`config.mk`:
```
export PLATFORM = sky130hd
export DESIGN_NAME = freq_meter_mc_flat
export DESIGN_NICKNAME = d
export VERILOG_FILES = /design/src/rtl/freq_meter_pkg.sv /design/src/rtl/freq_meter_mc_if.sv /design/src/rtl/freq_div_seq.sv /design/src/rtl/freq_meter_mc.sv /design/src/flat_wrapper.sv
export SDC_FILE = /design/constraint.sdc
export NUM_CORES = 2
export LEC_CHECK = 0
export ABC_CLOCK_PERIOD_IN_PS = 24300
export BUFFER_PORTS_ARGS = -buffer_cell sky130_fd_sc_hd__buf_2
export CORE_ASPECT_RATIO = 1.1
export CORE_MARGIN = 1.5
export CORE_UTILIZATION = 69
export DETAILED_ROUTE_END_ITERATION = 6
export GPL_ROUTABILITY_DRIVEN = 0
export PLACE_DENSITY = 0.91
export SETUP_SLACK_MARGIN = 0.15
export SLEW_MARGIN = 40
export SYNTH_ARGS = -nofsm -noshare
export SYNTH_HDL_FRONTEND = slang
export SYNTH_HIERARCHICAL = 1
export SYNTH_SLANG_ARGS = --single-unit
```
`constraint.sdc`:
```
create_clock -name clk_fs -period 24.3 [get_ports clk_fs]
set_clock_uncertainty 0.15 [all_clocks]
set_input_delay 2.43 -clock clk_fs [delete_from_list [all_inputs] [get_ports clk_fs]]
set_output_delay 2.43 -clock clk_fs [all_outputs]
set_load 0.02 [all_outputs]
```
`src/rtl/freq_meter_pkg.sv`:
```
// Shared types and constants for the multi-channel frequency meter.
// Duty measurement is enabled by defining FREQ_METER_DUTY_EN.
package freq_meter_pkg;

  typedef enum logic [1:0] {S_GATE, S_CLOSE, S_DIV, S_OUT} state_t;

  // Sub-steps of S_DIV: decide/issue, wait for frequency, wait for duty.
  typedef enum logic [1:0] {D_ISSUE, D_FREQ, D_DUTY} div_step_t;

  localparam int DUTY_SCALE = 1000;
  localparam int DUTY_W     = 10;

  // The dividend holds CLK_FS (up to 32 bits) times a CNT_W-bit count.
  function automatic int num_w(input int cnt_w);
    return cnt_w + 32;
  endfunction

endpackage

```
`src/rtl/freq_meter_mc_if.sv`:
```
// Result stream of freq_meter_mc (valid/ready).
// duty_pm exists only when FREQ_METER_DUTY_EN is defined.
interface freq_meter_mc_if #(
  parameter int OUT_W = 32,
  parameter int CH_W  = 2
);
  import freq_meter_pkg::*;

  logic [OUT_W-1:0]  freq_data;
  logic [CH_W-1:0]   freq_ch;
  logic              freq_err;
`ifdef FREQ_METER_DUTY_EN
  logic [DUTY_W-1:0] duty_pm;
`endif
  logic              freq_valid;
  logic              freq_ready;

  modport master (
    output freq_data, freq_ch, freq_err,
`ifdef FREQ_METER_DUTY_EN
    output duty_pm,
`endif
    output freq_valid,
    input  freq_ready
  );

  modport slave (
    input  freq_data, freq_ch, freq_err,
`ifdef FREQ_METER_DUTY_EN
    input  duty_pm,
`endif
    input  freq_valid,
    output freq_ready
  );

endinterface

```
`src/rtl/freq_div_seq.sv`:
```
// Unsigned restoring divider, one quotient bit per clock.
// A zero divisor yields an all-ones quotient; start while busy is ignored.
module freq_div_seq #(
  parameter int DW = 64,
  parameter int VW = 32
) (
  input  logic          clk_fs,
  input  logic          rst_n,
  input  logic          start,
  input  logic [DW-1:0] dividend,
  input  logic [VW-1:0] divisor,
  output logic          done,
  output logic [DW-1:0] quotient
);

  localparam int CW = $clog2(DW + 1);

  logic          busy;
  logic [CW-1:0] cnt;
  logic [DW-1:0] quo;
  logic [VW-1:0] rem;
  logic [VW-1:0] dvs;
  logic [VW:0]   trial;
  logic [VW:0]   diff;

  assign trial = {rem, quo[DW-1]};
  assign diff  = trial - {1'b0, dvs};

  // Load, DW shift/subtract steps, then one cycle to publish the quotient.
  always_ff @(posedge clk_fs or negedge rst_n) begin
    if (!rst_n) begin
      busy     <= 1'b0;
      cnt      <= '0;
      quo      <= '0;
      rem      <= '0;
      dvs      <= '0;
      done     <= 1'b0;
      quotient <= '0;
    end else begin
      done <= 1'b0;
      if (!busy) begin
        if (start) begin
          busy <= 1'b1;
          cnt  <= CW'(DW);
          quo  <= dividend;
          rem  <= '0;
          dvs  <= divisor;
        end
      end else if (cnt != '0) begin
        cnt <= cnt - CW'(1);
        if (trial >= {1'b0, dvs}) begin
          rem <= diff[VW-1:0];
          quo <= {quo[DW-2:0], 1'b1};
        end else begin
          rem <= trial[VW-1:0];
          quo <= {quo[DW-2:0], 1'b0};
        end
      end else begin
        busy     <= 1'b0;
        done     <= 1'b1;
        quotient <= quo;
      end
    end
  end

endmodule

```
`src/rtl/freq_meter_mc.sv`:
```
// Multi-channel equal-precision frequency meter with one shared divider.
// Define FREQ_METER_DUTY_EN to add per-channel duty measurement (duty_pm).
module freq_meter_mc
  import freq_meter_pkg::*;
#(
  parameter int CLK_FS   = 50_000_000,
  parameter int CH_NUM   = 4,
  parameter int GATE_CYC = 25_000_000,
  parameter int TMO_CYC  = 50_000_000,
  parameter int CNT_W    = 32,
  parameter int OUT_W    = 32
) (
  input  logic              clk_fs,
  input  logic              rst_n,
  input  logic [CH_NUM-1:0] sig_in,
  freq_meter_mc_if.master   res
);

  localparam int CH_W  = (CH_NUM > 1) ? $clog2(CH_NUM) : 1;
  localparam int NUM_W = num_w(CNT_W);

  localparam logic [CNT_W-1:0] CNT_MAX  = '1;
  localparam logic [CNT_W-1:0] CNT_ONE  = CNT_W'(1);
  localparam logic [NUM_W-1:0] OUT_MAX  = NUM_W'({OUT_W{1'b1}});
  localparam logic [31:0]      CLK_FS_W = 32'(CLK_FS);
  localparam logic [31:0]      GATE_END = 32'(GATE_CYC - 1);
  localparam logic [31:0]      TMO_END  = 32'(TMO_CYC - 1);
  localparam logic [CH_W-1:0]  LAST_CH  = CH_W'(CH_NUM - 1);

  logic [CH_NUM-1:0] sync1, sync2, sync3, rise;
  logic [CH_NUM-1:0] opened, open_g, err;
  logic [CNT_W-1:0]  fx_cnt [CH_NUM];
  logic [CNT_W-1:0]  fs_cnt [CH_NUM];
  state_t            state;
  div_step_t         div_step;
  logic [31:0]       tmr;
  logic [CH_W-1:0]   ch_idx;
  logic              div_start, div_done;
  logic [NUM_W-1:0]  div_num, div_q, freq_num;
  logic [CNT_W-1:0]  div_den;
`ifdef FREQ_METER_DUTY_EN
  logic [CNT_W-1:0]  hi_cnt [CH_NUM];
  logic [NUM_W-1:0]  duty_num;
  logic [OUT_W-1:0]  freq_hold;
`endif

  function automatic logic [CNT_W-1:0] sat_inc(input logic [CNT_W-1:0] v);
    return (v == CNT_MAX) ? v : v + CNT_ONE;
  endfunction

  function automatic logic at_max(input logic [CNT_W-1:0] v);
    return v >= CNT_MAX - CNT_ONE;
  endfunction

  function automatic logic [OUT_W-1:0] sat_out(input logic [NUM_W-1:0] q);
    return (q > OUT_MAX) ? {OUT_W{1'b1}} : q[OUT_W-1:0];
  endfunction

  assign rise     = sync2 & ~sync3;
  assign freq_num = {{CNT_W{1'b0}}, CLK_FS_W} * {32'd0, fx_cnt[ch_idx]};
  assign div_den  = fs_cnt[ch_idx];
`ifdef FREQ_METER_DUTY_EN
  assign duty_num = {32'd0, hi_cnt[ch_idx]} * {{CNT_W{1'b0}}, 32'(DUTY_SCALE)};
  assign div_num  = (div_step == D_DUTY) ? duty_num : freq_num;
`else
  assign div_num  = freq_num;
`endif

  always_ff @(posedge clk_fs or negedge rst_n) begin
    if (!rst_n) begin
      sync1 <= '0;
      sync2 <= '0;
      sync3 <= '0;
    end else begin
      sync1 <= sig_in;
      sync2 <= sync1;
      sync3 <= sync2;
    end
  end

  freq_div_seq #(.DW(NUM_W), .VW(CNT_W)) u_div (
    .clk_fs   (clk_fs),
    .rst_n    (rst_n),
    .start    (div_start),
    .dividend (div_num),
    .divisor  (div_den),
    .done     (div_done),
    .quotient (div_q)
  );

  // Per-channel gating runs first; the state case below may override it on exit.
  always_ff @(posedge clk_fs or negedge rst_n) begin
    if (!rst_n) begin
      state     <= S_GATE;
      div_step  <= D_ISSUE;
      tmr       <= '0;
      ch_idx    <= '0;
      div_start <= 1'b0;
      opened    <= '0;
      open_g    <= '0;
      err       <= '0;
      for (int i = 0; i < CH_NUM; i++) begin
        fx_cnt[i] <= '0;
        fs_cnt[i] <= '0;
`ifdef FREQ_METER_DUTY_EN
        hi_cnt[i] <= '0;
`endif
      end
      res.freq_data  <= '0;
      res.freq_ch    <= '0;
      res.freq_err   <= 1'b0;
      res.freq_valid <= 1'b0;
`ifdef FREQ_METER_DUTY_EN
      res.duty_pm    <= '0;
      freq_hold      <= '0;
`endif
    end else begin
      div_start <= 1'b0;
      if (state == S_GATE || state == S_CLOSE) begin
        for (int i = 0; i < CH_NUM; i++) begin
          if (open_g[i]) begin
            fs_cnt[i] <= sat_inc(fs_cnt[i]);
            if (at_max(fs_cnt[i])) err[i] <= 1'b1;
`ifdef FREQ_METER_DUTY_EN
            if (sync2[i]) begin
              hi_cnt[i] <= sat_inc(hi_cnt[i]);
              if (at_max(hi_cnt[i])) err[i] <= 1'b1;
            end
`endif
            if (rise[i]) begin
              fx_cnt[i] <= sat_inc(fx_cnt[i]);
              if (at_max(fx_cnt[i])) err[i] <= 1'b1;
              if (state == S_CLOSE) open_g[i] <= 1'b0;
            end
          end else if (state == S_GATE && !opened[i] && rise[i]) begin
            opened[i] <= 1'b1;
            open_g[i] <= 1'b1;
          end
        end
      end

      case (state)
        S_GATE: begin
          tmr <= tmr + 32'd1;
          if (tmr == GATE_END) begin
            tmr   <= '0;
            state <= S_CLOSE;
          end
        end
        S_CLOSE: begin
          tmr <= tmr + 32'd1;
          if (open_g == '0 || tmr == TMO_END) begin
            err      <= err | open_g | ~opened;
            open_g   <= '0;
            tmr      <= '0;
            ch_idx   <= '0;
            div_step <= D_ISSUE;
            state    <= S_DIV;
          end
        end
        S_DIV: begin
          case (div_step)
            D_ISSUE: begin
              if (err[ch_idx] || fs_cnt[ch_idx] == '0) begin
                res.freq_data  <= '0;
                res.freq_ch    <= ch_idx;
                res.freq_err   <= 1'b1;
                res.freq_valid <= 1'b1;
`ifdef FREQ_METER_DUTY_EN
                res.duty_pm    <= '0;
`endif
                state          <= S_OUT;
              end else begin
                div_start <= 1'b1;
                div_step  <= D_FREQ;
              end
            end
            D_FREQ: begin
              if (div_done) begin
`ifdef FREQ_METER_DUTY_EN
                freq_hold <= sat_out(div_q);
                div_start <= 1'b1;
                div_step  <= D_DUTY;
`else
                res.freq_data  <= sat_out(div_q);
                res.freq_ch    <= ch_idx;
                res.freq_err   <= 1'b0;
                res.freq_valid <= 1'b1;
                state          <= S_OUT;
`endif
              end
            end
`ifdef FREQ_METER_DUTY_EN
            D_DUTY: begin
              if (div_done) begin
                res.freq_data  <= freq_hold;
                res.duty_pm    <= (div_q > NUM_W'(DUTY_SCALE)) ? DUTY_W'(DUTY_SCALE)
                                                               : div_q[DUTY_W-1:0];
                res.freq_ch    <= ch_idx;
                res.freq_err   <= 1'b0;
                res.freq_valid <= 1'b1;
                state          <= S_OUT;
              end
            end
`endif
            default: div_step <= D_ISSUE;
          endcase
        end
        S_OUT: begin
          if (res.freq_ready) begin
            res.freq_valid <= 1'b0;
            if (ch_idx == LAST_CH) begin
              state  <= S_GATE;
              tmr    <= '0;
              opened <= '0;
              err    <= '0;
              for (int i = 0; i < CH_NUM; i++) begin
                fx_cnt[i] <= '0;
                fs_cnt[i] <= '0;
`ifdef FREQ_METER_DUTY_EN
                hi_cnt[i] <= '0;
`endif
              end
            end else begin
              ch_idx   <= ch_idx + CH_W'(1);
              div_step <= D_ISSUE;
              state    <= S_DIV;
            end
          end
        end
        default: state <= S_GATE;
      endcase
    end
  end

endmodule

```
`src/flat_wrapper.sv`:
```
// flat-port wrapper written by rule: the top's interface ports become plain ports
module freq_meter_mc_flat import freq_meter_pkg::*;
#(
  parameter int CLK_FS   = 50_000_000,
  parameter int CH_NUM   = 4,
  parameter int GATE_CYC = 25_000_000,
  parameter int TMO_CYC  = 50_000_000,
  parameter int CNT_W    = 32,
  parameter int OUT_W    = 32
)
  (clk_fs, rst_n, sig_in, res_freq_data, res_freq_ch, res_freq_err, res_freq_valid, res_freq_ready);
  freq_meter_mc_if #(.OUT_W(OUT_W), .CH_W((2))) res_i ();
  input  logic clk_fs;
  input  logic rst_n;
  input  logic [CH_NUM-1:0] sig_in;
  output wire logic [$bits(res_i.freq_data)-1:0] res_freq_data;
  output wire logic [$bits(res_i.freq_ch)-1:0] res_freq_ch;
  output wire logic [$bits(res_i.freq_err)-1:0] res_freq_err;
  output wire logic [$bits(res_i.freq_valid)-1:0] res_freq_valid;
  input wire logic [$bits(res_i.freq_ready)-1:0] res_freq_ready;
  assign res_freq_data = res_i.freq_data;
  assign res_freq_ch = res_i.freq_ch;
  assign res_freq_err = res_i.freq_err;
  assign res_freq_valid = res_i.freq_valid;
  assign res_i.freq_ready = res_freq_ready;
  freq_meter_mc #(.CLK_FS(CLK_FS), .CH_NUM(CH_NUM), .GATE_CYC(GATE_CYC), .TMO_CYC(TMO_CYC), .CNT_W(CNT_W), .OUT_W(OUT_W)) u_core (.clk_fs(clk_fs), .rst_n(rst_n), .sig_in(sig_in), .res(res_i));
endmodule
```
==> impl_metrics.env <==
export IMPL_status="complete, but fails checks"
export IMPL_violations="design-rule violations"
export IMPL_fp_coreArea_um2=58530
export IMPL_cts_tree="yes"
export IMPL_async_flop_share_pct=100.0
export IMPL_startpoint_type="register"
export IMPL_max_freq_mhz=119.9
export IMPL_crit_family="adder cells"
export IMPL_criticalPathCategory="register to register"
export IMPL_required_ns=24.66
export IMPL_wirelength_um=106500
export IMPL_die_area_um2=60670
export IMPL_yosys_cell_types_count=91
export IMPL_antenna_found_initial=0
export IMPL_syn_area_per_cell_um2=9.816
export IMPL_fin_nets=4690
export IMPL_io_buffer_count=42
export IMPL_endpoint_kind="register"
export IMPL_cts_root_buf="clkbuf_16"
export IMPL_wl_per_cell_um=21.51
export IMPL_area_delta_synth_final_pct=6.782
export IMPL_synthCells=4161
export IMPL_die_w_um=235.0
export IMPL_rows=93
export IMPL_dr_total_vias=32260
export IMPL_drc=2
export IMPL_crit_top_cell="fa_1"
export IMPL_fin_crit_ns=8.339
export IMPL_hpwl_um=74570
export IMPL_clk_latency_ns=0.67
export IMPL_htreeDepth=2
export IMPL_hold_path_class="register to register"
export IMPL_final_cell_mix="dfrtp_1 (550), inv_1 (471), nor2_1 (389)"
export IMPL_dr_first_iter_drc_count=4261
export IMPL_grt_max_degree=109
export IMPL_cts_made_buffers=56
export IMPL_ant_nets=0
export IMPL_cts_path_max_buffers=3
export IMPL_cpPeakStageDelay_ns=0.72
export IMPL_dr_pass1_iters=7
export IMPL_vias_per_cell=6.514
export IMPL_slew_violations=0
export IMPL_grt_overflow=0
export IMPL_post_cts_buffers=0
export IMPL_synth_edf_count=0
export IMPL_timing_final_crit_share_pct=34.32
export IMPL_worstPathCellList="buf_4 -> mux4_2 -> ha_1 -> fa_1 -> fa_1 -> fa_1 -> fa_1 -> inv_1 -> fa_1 -> inv_1 -> ha_1 -> a21oi_1 -> o21ai_0 -> a2111oi_1 -> a211oi_1 -> a21oi_1 -> o211ai_1 -> o41a_1 -> xor2_1 -> mux2i_1 -> o21ai_0"
export IMPL_synth_area_um2=40850
export IMPL_rsz0062_at_grt="false"
export IMPL_cp_data_arrival_time_ns=8.70
export IMPL_maxCapViolations=0
export IMPL_max_slew_margin_pct=43.94
export IMPL_grt_first_pass_wirelength_um=173000
export IMPL_yosysWarnings=6
export IMPL_n_fill_cell=3522
export IMPL_critPathSlowestCell="a2111oi_1"
export IMPL_setup_viol=0
export IMPL_start_util_pct=69.79
export IMPL_synthFlopType="dfrtp_1"
export IMPL_cts_sinks=555
export IMPL_drive_gt1_share_pct=8.471
export IMPL_dieHeight_um=258.2
export IMPL_clk_pin_slew_ns=0.07
export IMPL_synth_seq_cells=555
export IMPL_yosysSeqAreaShare_pct=34.00
export IMPL_cts_hold_buf=0
export IMPL_boundaryPins=43
export IMPL_setup_tns_final_ns=0
export IMPL_cp_num_buf_inv=3
export IMPL_grt_pass1_vias=33000
export IMPL_hold_viol=0
export IMPL_cts_resized_gates=0
export IMPL_worst_pin_slew_ns=0.8359
export IMPL_grt_total_usage_pct=35.67
export IMPL_worst_path_max_fanout=53
export IMPL_final_common_cell="dfrtp_1"
-- path summary, 6_finish.rpt --
check | from | endpoint | slack [ns] | cells past startpoint
max | u_core/ch_idx[1] | u_core/u_div/quo[55] | 15.96 | 21
min | u_core/sync1[2] | u_core/sync2[2] | 0.20 | 0
max reg2reg | u_core/ch_idx[1] | u_core/u_div/quo[55] | 15.96 | 21
min reg2reg | u_core/sync1[2] | u_core/sync2[2] | 0.20 | 0
max in group asynchronous | rst_n | u_core/u_div/rem[19] | 20.33 | 4
min in group asynchronous | rst_n | u_core/fx_cnt[73] | 1.47 | 1
-- worst reg2reg max path: cells and delay by family (launching register included) --
family / cells / cell delay (ns)
mux: 2 / 0.69
xor+xnor: 1 / 0.15
flops: 1 / 0.57
compound gates: 8 / 2.35
fa+ha+maj: 7 / 3.52
buf+inv: 3 / 0.79
-- cell usage after synthesis (23+ instances only) --
cell type  number  share of area, %
mux2i_1        72               1.8
inv_1         471               4.3
nor4_1         32              0.49
nor3_1         53              0.65
nand4_1        98               1.5
a21o_1         61               1.1
and3_1         42              0.64
nand3_1       169               2.1
dfrtp_1       555                34
and4_1         34              0.73
nor2b_1        28              0.43
a21oi_1       139               1.7
buf_2          27              0.33
mux2_2         65               1.8
o21ai_1        23              0.28
o21ai_0       258               3.2
clkbuf_1       99              0.91
ha_1          280               8.6
xor2_1        213               4.6
xnor2_1       134               2.9
nand2_1       308               2.8
fa_1          255                12
mux4_2         65               3.6
or3_1          40              0.61
nor2_1        391               3.6
-- state kept, by name, summed over array words and instances, names as in the netlist, 32 cells and up --
signal / flops
u_core/u_div/quo: 64
u_core/fs_cnt: 128
u_core/u_div/rem: 32
u_core/tmr: 32
u_core/u_div/dvs: 32
u_core/fx_cnt: 128
u_core/res.freq_data: 32
u_core/u_div/quotient: 64
-- stage by stage --
step	utilization, %	hold WS, ns	worst slack, ns	cell area [um2]	std cells
floorplan	-	0.1812	16.46	40890	4173
global placement	71.11	0.1841	16.20	41620	4848
detailed placement	71.22	0.1862	15.99	41680	4849
CTS	74.42	0.1990	15.90	43560	4950
global route	74.51	0.2061	15.57	43610	4951
finish	74.52	0.1965	15.96	43620	4952
-- metal layers --
layer | part of all wire [%] | vias to the layer above | track usage (%)
li1 | - | 14070 | -
met1 | 37 | 15670 | 44.61
met2 | 48 | 2020 | 58.94
met3 | 9.4 | 495 | 7.472
met4 | 5.6 | 2 | 18.67
met5 | 0.12 | - | 0
-- cell families (layout without fill, tap and decap cells) --
logic type	Yosys count	count (layout)	synth area share [%]
adder cells (fa/ha/maj)	535	535	21.08
multiplexers	204	204	7.214
XOR/XNOR	347	347	7.441
buffers and inverters	624	642	6.056
flip-flops	555	555	34.00
AND/OR/NAND/NOR	1270	1270	14.92
AO/OA/AOI/OAI	625	625	9.285
other	1	14	0.009181
-- cell type report --
class	instances	area, um2	share of cell area (%)
timing repair buffer	69	505.5	1.159
multi-input combinational	2994	24610	56.43
tap	760	950.9	2.180
clock inverter	25	287.8	0.6598
clock buffer	76	1587	3.638
antenna	1	2.502	0.005737
inverter	472	1772	4.062
sequential	555	13900	31.87
Power is not shown: default switching activity piles up to over one toggle a cycle in this logic, so the estimate is an artifact.
